[src/rtl/key_sw_input_control.sv]
// key_sw_input_control
//   Avalon-MM read-side peripheral for four active-low push-buttons and eight
//   slide switches. Keys are synchronised, debounced and press events latched
//   in a write-1-to-clear edge register. A level interrupt is raised while any
//   unmasked press event is pending.
//
// Ports
//   iClk, iReset_n            clock, asynchronous active-low reset
//   iChip_select_n            bus select (active-low)
//   iRead_n / iWrite_n        read / write strobes (active-low, qualified by select)
//   iAddress[1:0]             0: switches, 1: debounced keys, 2: edge (W1C), 3: mask
//   iWrite_data[7:0]          write data
//   oRead_data[7:0]           registered read data, latency 1
//   iKey[3:0]                 raw push-buttons, low when pressed
//   iSw[7:0]                  raw slide switches
//   oIrq                      |(edge & mask)
module key_sw_input_control #(
  parameter int unsigned DEBOUNCE_CYCLES = 50000
) (
  input  logic       iClk,
  input  logic       iReset_n,
  input  logic       iChip_select_n,
  input  logic       iRead_n,
  input  logic       iWrite_n,
  input  logic [1:0] iAddress,
  input  logic [7:0] iWrite_data,
  output logic [7:0] oRead_data,
  input  logic [3:0] iKey,
  input  logic [7:0] iSw,
  output logic       oIrq
);

  localparam int unsigned CntW = $clog2(DEBOUNCE_CYCLES);
  localparam logic [CntW-1:0] CntMax = CntW'(DEBOUNCE_CYCLES - 1);

  // Synchronisers
  logic [3:0] key_s1, key_s2;
  logic [7:0] sw_s1, sw_s2;

  // Debounce state; key_db is stored as pressed = 1
  logic [3:0]      key_db_q, key_db_d;
  logic [CntW-1:0] cnt_q [4];
  logic [CntW-1:0] cnt_d [4];

  logic [3:0] edge_q, edge_d;
  logic [3:0] mask_q, mask_d;
  logic [7:0] read_data_q;
  logic [7:0] rd_val;

  logic bus_rd, bus_wr;
  logic [3:0] key_rise;
  logic [3:0] w1c;

  // Upper write-data bits have no destination
  logic unused_wdata;
  assign unused_wdata = ^iWrite_data[7:4];

  assign bus_rd = !iChip_select_n && !iRead_n;
  assign bus_wr = !iChip_select_n && !iWrite_n;

  // Debounce next state: the counter only runs while the synchronised key
  // disagrees with the stable value, so any disagreement shorter than
  // DEBOUNCE_CYCLES resets it without touching key_db.
  always_comb begin
    key_db_d = key_db_q;
    for (int i = 0; i < 4; i++) begin
      cnt_d[i] = '0;
      if (~key_s2[i] != key_db_q[i]) begin
        if (cnt_q[i] == CntMax) begin
          key_db_d[i] = ~key_s2[i];
        end else begin
          cnt_d[i] = cnt_q[i] + CntW'(1);
        end
      end
    end
  end

  assign key_rise = key_db_d & ~key_db_q;
  assign w1c      = (bus_wr && iAddress == 2'd2) ? iWrite_data[3:0] : 4'h0;

  // Set wins over a same-cycle clear
  assign edge_d = (edge_q & ~w1c) | key_rise;
  assign mask_d = (bus_wr && iAddress == 2'd3) ? iWrite_data[3:0] : mask_q;

  // Read mux sees pre-write register values, so a combined read/write
  // returns the old contents.
  always_comb begin
    rd_val = 8'h00;
    unique case (iAddress)
      2'd0: rd_val = sw_s2;
      2'd1: rd_val = {4'h0, key_db_q};
      2'd2: rd_val = {4'h0, edge_q};
      2'd3: rd_val = {4'h0, mask_q};
      default: rd_val = 8'h00;
    endcase
  end

  always_ff @(posedge iClk or negedge iReset_n) begin
    if (!iReset_n) begin
      key_s1      <= 4'hF;
      key_s2      <= 4'hF;
      sw_s1       <= 8'h00;
      sw_s2       <= 8'h00;
      key_db_q    <= 4'h0;
      for (int i = 0; i < 4; i++) cnt_q[i] <= '0;
      edge_q      <= 4'h0;
      mask_q      <= 4'h0;
      read_data_q <= 8'h00;
    end else begin
      key_s1   <= iKey;
      key_s2   <= key_s1;
      sw_s1    <= iSw;
      sw_s2    <= sw_s1;
      key_db_q <= key_db_d;
      for (int i = 0; i < 4; i++) cnt_q[i] <= cnt_d[i];
      edge_q   <= edge_d;
      mask_q   <= mask_d;
      if (bus_rd) read_data_q <= rd_val;
    end
  end

  assign oRead_data = read_data_q;
  assign oIrq       = |(edge_q & mask_q);

endmodule

[config.mk]
export PLATFORM = sky130hd
export DESIGN_NAME = key_sw_input_control
export DESIGN_NICKNAME = d
export VERILOG_FILES = /design/src/rtl/key_sw_input_control.sv
export SDC_FILE = /design/constraint.sdc
export NUM_CORES = 1
export LEC_CHECK = 0
export ABC_AREA = 1
export BUFFER_PORTS_ARGS = -buffer_cell sky130_fd_sc_hd__buf_4
export CAP_MARGIN = 30
export CORE_UTILIZATION = 33
export DETAILED_ROUTE_END_ITERATION = 12
export PLACE_DENSITY_LB_ADDON = 0.15
export SLEW_MARGIN = 10
export SYNTH_ARGS = -nofsm -noshare
export SYNTH_HDL_FRONTEND = slang
export SYNTH_SLANG_ARGS = --single-unit
[constraint.sdc]
create_clock -name iClk -period 2.8 [get_ports iClk]
set_input_delay 0.42 -clock iClk [delete_from_list [all_inputs] [get_ports iClk]]
set_output_delay 0.42 -clock iClk [all_outputs]
set_load 0.02 [all_outputs]
; ---- Yosys cells after proc, flatten, opt, wreduce, memory -nomap -nowiden
; Cells that the tools add are included.
[classes]
add_sub_neg = 4
eq_ne = 11
mux = 18
n_bitwise = 10
reduce_logical = 9
[op_table]
columns = operator, n
row1 = 16-bit 2-to-1 mux, 8
row2 = "16-bit by 1-bit adder with 16-bit output, second input constant", 4
row3 = "16-bit == test, second input constant", 4
row4 = 8-bit case mux with 4 select lines, 1
row5 = 4-bit AND, 3
row6 = 1-bit 2-to-1 mux, 8
row7 = 4-bit NOT, 2
row8 = "2-bit == test, second input constant", 2
row9 = 1-bit logical AND, 4
row10 = 4-bit 2-to-1 mux, 1
row11 = 1-bit inequality test, 4
row12 = 1-bit NOT, 4
row13 = 4-bit bitwise OR, 1
row14 = 4-bit OR reduction, 1
row15 = 1-bit logical NOT, 3
row16 = "2-bit by 1-bit == test with 1-bit output, second input constant", 1
row17 = 2-bit logical NOT, 1
[totals]
ff_bits = 108
input_bits = 27
output_inout_bits = 9
word_cells = 64

; ---- Depth between registers and ports, before layout
; Gate-level depths: netlist of run 1.
[depth]
depth_word = 7
depth_mapped = 8
mapped_depth_nobuf = 8

; ---- Worst setup path after synthesis of run 1
; No wires, ideal clock.
[synth_timing]
path_type = register -> register
startpoint = register cnt_q[48] in the netlist's numbering
endpoint = register cnt_q[54] in the netlist's numbering
setup_time_ns = 0.119
arrival_time_ns = 1.181
required_ns = 2.681
slack_ns = 1.500
stages_incl_launch_ff = 9
n_path_buf = 0
synth_period_minus_slack_ns = 1.300
path_cell_list = dfrtp_1 -> ha_1 -> inv_1 -> nor2_4 -> inv_2 -> nor2_4 -> nand2_4 -> nand2_4 -> nor2_1
[synth_lines]
columns = item, line_no
row1 = from (decl), 42  ; logic [CntW-1:0] cnt_q [4];

; ---- Worst setup path in the final report of run 1
[layout_timing]
startpoint = register mask_q[3]
endpoint = output port oIrq
[layout_via]
elab_chain_cells = 2
[layout_rtl]
columns = item, line_no
row1 = from (decl), 46  ; logic [3:0] mask_q, mask_d;
row2 = from (signal assigned), 117  ; mask_q <= mask_d;
row3 = 4-bit AND, 123  ; assign oIrq = |(edge_q & mask_q);
row4 = 4-bit OR reduction, 123
row5 = to (decl), 30  ; output logic oIrq
; Every way passes these cells.

==> results.sh, run 1 <==
export IMPL_outcome="finished clean"
export IMPL_cp_end_kind="output pin"
export IMPL_drc=0
export IMPL_cap_viol_max_count=0
export IMPL_power_switching_uw=798.0
export IMPL_synth_top_area_share_pct=48.38
export IMPL_core_um2=15260
export IMPL_dp_hpwl_mm=7.873
export IMPL_vias_per_cell=4.396
export IMPL_hp_class="input port to register"
export IMPL_track_usage_pct=14.79
export IMPL_yosysUniqueCellTypes=26
export IMPL_leakage_nw=2.845
export IMPL_start_util_pct=33.90
export IMPL_port_buffers=31
export IMPL_power_share_sequential_pct=53.2
export IMPL_overflow=0
export IMPL_seq_area_um2=2713
export IMPL_fin_area_um2=5987
export IMPL_worstMarginPinSlew_ns=0.4147
export IMPL_ys_ff_latch=108
export IMPL_drv_slew=0
export IMPL_num_vias=4005
export IMPL_r2r_setup_slack_ns=1.23
export IMPL_fill_cells=1558
export IMPL_root_buffer="clkbuf_16"
export IMPL_pwr_share_comb_pct=7.7
export IMPL_dp_cells=894
export IMPL_synth_edf_count=0
export IMPL_synthesis_instances=650
export IMPL_setup_tns_final_ns=0
export IMPL_grt_pass1_vias=3927
export IMPL_p_int_mw=2.344
export IMPL_synth_common_cells="156 x nand2_1, 142 x nor2_1, 100 x dfrtp_1"
export IMPL_finalCritPeriodShare_pct=64.70
export IMPL_critPathArrivalTime_ns=1.39
export IMPL_drtAntennaViolNets=0
export IMPL_design_die_area_um2=16180
export IMPL_ctsHoldBuffers=1
export IMPL_stdcell_count=911
export IMPL_cp_max_fo=3
export IMPL_rsz0062_at_grt="no"
export IMPL_synth_area_per_cell_um2=7.958
export IMPL_first_pass_iters=5
export IMPL_syn_nets=681
export IMPL_path_clk_slew_ns=0.08
export IMPL_final_core_util_pct=39.24
export IMPL_critPathLaunchType="register"
export IMPL_wl_mm=10.60
export IMPL_clk_path_buf_depth=2
export IMPL_synthArstFlopShare_pct=100.0
export IMPL_syn_area_um2=5172
export IMPL_path_class="register to output pin"
export IMPL_min_period_ns=1.812
export IMPL_cts_htree_levels=3
export IMPL_io_pins=36
export IMPL_post_cts_buffers=0
export IMPL_drive_gt1_share_pct=9.429
export IMPL_clk_latency_ns=0.36
export IMPL_yosysWarnings=0
export IMPL_finalSetupViolations=0
export IMPL_placed_area_um2=5699
export IMPL_die_y_um=127.2
export IMPL_die_x_um=127.2
export IMPL_grt_max_degree=54
export IMPL_p_sw_share_pct=25.40
export IMPL_postCtsResizedCells=0
export IMPL_multi_input_area_um2=2132
export IMPL_yosysMostFrequentCell="nand2_1"
export IMPL_required_ns=2.38
export IMPL_clockPowerShare_pct=39.1
export IMPL_cts_sinks=108
export IMPL_num_antenna_cells=0
export IMPL_skew_ns=0.006567
export IMPL_post_drt_wl_per_cell_um=11.64
export IMPL_cts_buffers=9
export IMPL_area_growth_pct=15.75
export IMPL_ys_seq_area_share_pct=52.44
export IMPL_synthFlopType="dfrtp_1"
export IMPL_hold_viol=0
export IMPL_power_density_nw_per_um2=524.9
export IMPL_antenna_found_initial=0
export IMPL_synth_largest_area_cell="dfrtp_1"
export IMPL_design_final_nets=726
export IMPL_vdd_drop_max_mv=0.2967
export IMPL_synthTopCellsByArea="dfrtp_1 48%, nand2_1 11%, nor2_1 10%, inv_1 6.2%, nand3_1 5.4%"
export IMPL_gp_congestion=0.8462
export IMPL_drtIter0Drc=223
export IMPL_cts_tree="done"
export IMPL_relSlewSlack_pct=72.25
export IMPL_rows=45
export IMPL_fmax_mhz=552.0
export IMPL_grt_pass1_wl_mm=18.81
## state kept, by name (all words and copies together) (netlist names)
signal / flops
cnt_q: 64
mask_q: 4
sw_s2: 8
key_s2: 4
oRead_data: 8
key_s1: 4
sw_s1: 8
edge_q: 4
key_db_q: 4
## per-stage QoR
| step | worst slack (ns) | hold WS (ns) | power (mW) |
|---|---|---|---|
| 3_5_place_dp | 1.205 | 0.3347 | 1.953 |
| 3_3_place_gp | 1.212 | 0.3362 | 1.950 |
| 2_1_floorplan | 1.500 | 0.1244 | 1.817 |
| 5_1_grt | 0.9404 | 0.1375 | 3.316 |
| 6_report | 0.9884 | 0.1638 | 3.142 |
| 4_1_cts | 0.9534 | 0.1470 | 3.201 |
## logic make-up (layout without fill, tap and decap cells)
kind of cell    count (synthesis)  count (layout)  synth area share, %
fa+ha+maj                       4               4               0.9676
buf+inv                        87             137                6.338
simple gates                  370             370                29.49
compound gates                 51              51                5.684
xor+xnor                       30              30                5.080
flops                         108             108                52.44
## layout by cell type (no fill, tap or decap), types with 2 or more instances in the layout
cell,instances
nand2_2,2
nor3_1,4
o21ai_0,21
a21oi_1,9
xnor2_1,6
nand3_1,56
clkbuf_16,9
ha_1,4
clkbuf_1,2
o22ai_1,6
nor2_4,2
a31oi_1,4
nand2_4,2
nand4_1,3
xor2_1,24
inv_6,2
inv_1,85
dfstp_2,8
o21bai_1,9
dfrtp_1,100
nor2_1,142
buf_4,33
nand2_1,156
## power groups by stage
| stage | clock, mW | sequential [mW] | combinational, mW |
|---|---|---|---|
| after global routing | 1.35 | 1.68 | 0.281 |
| after detailed placement | 0 | 1.70 | 0.249 |
| after CTS | 1.28 | 1.67 | 0.252 |
| after global placement | 0 | 1.70 | 0.248 |
| after floorplan | 0 | 1.71 | 0.107 |
| final | 1.23 | 1.67 | 0.242 |
## worst max-delay path, stage by stage (launching register included)
cell and delay [ns]:
dfrtp_1 0.40, nand2_1 0.07, o21ai_0 0.08, a21oi_1 0.12, o21ai_0 0.16, buf_4 0.20
## layer usage
layer / GRT usage, % / routed length (µm) / up-vias
met5: 0 / 0 / -
met4: 3.782 / 112 / 0
met3: 4.020 / 346 / 10
met2: 23.92 / 4926 / 35
met1: 19.64 / 5219 / 1853
li1: - / - / 2107
## layout make-up
cell class / count / area share [%]
sequential: 108 / 45.31
clock inverter: 5 / 0.7524
inverter: 86 / 5.392
multi-input combinational: 455 / 35.61
clock buffer: 11 / 3.887
tap: 211 / 4.410
timing repair buffer: 35 / 4.639
## path summary, 6_finish.rpt
kind | from | endpoint | cells past startpoint
min reg2reg | sw_s1[6] | sw_s2[6] | 0
max | mask_q[3] | oIrq | 5
min | iKey[1] | key_s1[1] | 1
max reg2reg | cnt_q[16] | cnt_q[30] | 6
min in group asynchronous | iReset_n | cnt_q[38] | 2
max in group asynchronous | iReset_n | key_s2[2] | 3
Note: power is estimated with default switching activity, not from simulation.
==> run 2, diff against run 1 <==
- clock period: 2.8 -> 1.85 ns (I/O delays scaled with it)
==> results.sh, run 2 (synthesized netlist as in run 1, its figures left out) <==
export IMPL_outcome="finished clean"
export IMPL_drive_gt1_share_pct=9.714
export IMPL_cap_viol_max_count=0
export IMPL_leakage_nw=2.870
export IMPL_critPathLaunchType="register"
export IMPL_reg2reg_to="cnt_q[30]"
export IMPL_cp_common_cell="o21ai_0"
export IMPL_power_share_sequential_pct=51.5
export IMPL_cp_endpoint="oIrq"
export IMPL_power_switching_mw=1.225
export IMPL_skew_ns=0.008195
export IMPL_clk_latency_ns=0.36
export IMPL_postCtsResizedCells=0
export IMPL_core_um2=15260
export IMPL_area_growth_pct=16.55
export IMPL_path_clk_slew_ns=0.08
export IMPL_crit_family="flip-flops"
export IMPL_post_drt_wl_per_cell_um=11.67
export IMPL_design_die_area_um2=16180
export IMPL_cp_end_kind="output pin"
export IMPL_finalSetupViolations=0
export IMPL_required_ns=1.57
export IMPL_cts_tree="done"
export IMPL_timing_rr_start="cnt_q[16]"
export IMPL_vdd_drop_max_mv=0.5042
export IMPL_r2r_setup_slack_ns=0.27
export IMPL_min_period_ns=1.663
export IMPL_grt_pass1_wl_mm=18.48
export IMPL_final_common_cell="nand2_1"
export IMPL_cts_htree_levels=3
export IMPL_die_x_um=127.2
export IMPL_path_cells="nand2_1, o21ai_0, a21oi_1, o21ai_0, buf_4"
export IMPL_fmax_mhz=601.4
export IMPL_clockPowerShare_pct=41.0
export IMPL_grt_pass1_vias=3997
export IMPL_relSlewSlack_pct=67.15
export IMPL_stdcell_count=911
export IMPL_rows=45
export IMPL_top_register="cnt_q"
export IMPL_num_vias=4084
export IMPL_drtIter0Drc=231
export IMPL_cts_buffers=9
export IMPL_drc=0
export IMPL_critPathArrivalTime_ns=1.39
export IMPL_vias_per_cell=4.483
export IMPL_hold_viol=0
export IMPL_cp_num_buf_inv=1
export IMPL_rsz0062_at_grt="no"
export IMPL_wl_mm=10.63
export IMPL_p_int_mw=3.688
export IMPL_finalCritPeriodShare_pct=89.87
export IMPL_rr_worst_depth=6
export IMPL_io_pins=36
export IMPL_worstMarginPinSlew_ns=0.4928
export IMPL_die_y_um=127.2
export IMPL_power_density_nw_per_um2=815.1
export IMPL_cts_sinks=108
export IMPL_root_buffer="clkbuf_16"
export IMPL_dp_cells=894
export IMPL_first_pass_iters=5
export IMPL_hp_class="input port to register"
export IMPL_post_cts_buffers=0
export IMPL_port_buffers=31
export IMPL_pwr_share_comb_pct=7.5
export IMPL_num_antenna_cells=0
export IMPL_overflow=0
export IMPL_largest_register_ff_count=64
export IMPL_startpoint="edge_q[3]"
export IMPL_cp_depth=5
export IMPL_start_util_pct=33.90
export IMPL_gp_congestion=0.8676
export IMPL_drv_slew=0
export IMPL_grt_max_degree=42
export IMPL_drtAntennaViolNets=0
export IMPL_track_usage_pct=14.59
export IMPL_design_final_nets=726
export IMPL_setup_tns_final_ns=0
export IMPL_cp_max_fo=3
export IMPL_layout_common_cells="156 x nand2_1, 142 x nor2_1, 100 x dfrtp_1"
export IMPL_p_sw_share_pct=24.94
export IMPL_dp_hpwl_mm=7.871
export IMPL_antenna_found_initial=0
export IMPL_crit_slowest_cell="dfrtp_1"
export IMPL_critPathMaxStageDelay_ns=0.40
export IMPL_clk_path_buf_depth=2
export IMPL_path_class="register to output pin"
run 2: cell types whose count changed in the layout (fill, tap and decap cells not counted), sizes merged:
cell / delta
inv: +1
clkinvlp: -1
clkinv: +1
clkbuf: -2
bufinv: +1
run 2: power groups by stage:
stage	logic (mW)	clock network [mW]	registers (mW)
after detailed placement	0.379	0	2.58
after global placement	0.378	0	2.58
after CTS	0.382	2.08	2.53
after floorplan	0.161	0	2.59
final	0.367	2.01	2.53
after global routing	0.428	2.18	2.55
run 2: repair_timing:
| item | in CTS | in global routing |
|---|---|---|
| endpoints found under the hold margin | 30 | 0 |
| hold buffers | 1 | 0 |
| endpoints found under the setup margin | 0 | 0 |
run 2: cell type report:
type                    instances  area (µm²)
clock inverters                 7       81.33
fillers                      1531        9230
flip-flops and latches        108        2713
well taps                     211       264.0
clock buffers                   9       225.2
inverters                      86       322.8
repair buffers                 35       290.3
multi-input cells             455        2132
run 2: per-layer routing:
layer	vias up	routed length (µm)	GRT usage, %
met5	-	0	0
met4	0	140	4.202
met3	10	295	4.062
met1	1908	5130	18.64
met2	50	5066	24.21
li1	2116	-	-
run 2: how the worst min path moves through the flow:
stage / start / endpoint / slack (ns) / depth (start not counted)
final: iSw[2] / sw_s1[2] / 0.02 / 1
after detailed placement: iReset_n / cnt_q[43] / 0.29 / 1
after global placement: iReset_n / cnt_q[43] / 0.29 / 1
after global routing: iKey[1] / key_s1[1] / 0.002 / 1
after CTS: iSw[2] / sw_s1[2] / 0.009 / 1
after floorplan: iReset_n / cnt_q[0] / -0.02 / 0
run 2: through the flow:
stage | setup slack, ns | util (%) | instance area [µm²] | power [mW] | hold slack (ns)
4_1_cts | 0.1534 | 39.51 | 6028 | 4.993 | 0.009001
2_1_floorplan | 0.5502 | - | 5172 | 2.750 | -0.01809
6_report | 0.1873 | 39.51 | 6028 | 4.913 | 0.02386
3_5_place_dp | 0.2783 | 37.43 | 5712 | 2.957 | 0.2875
5_1_grt | 0.1065 | 39.51 | 6028 | 5.150 | 0.002342
3_3_place_gp | 0.2858 | 37.43 | 5712 | 2.954 | 0.2900
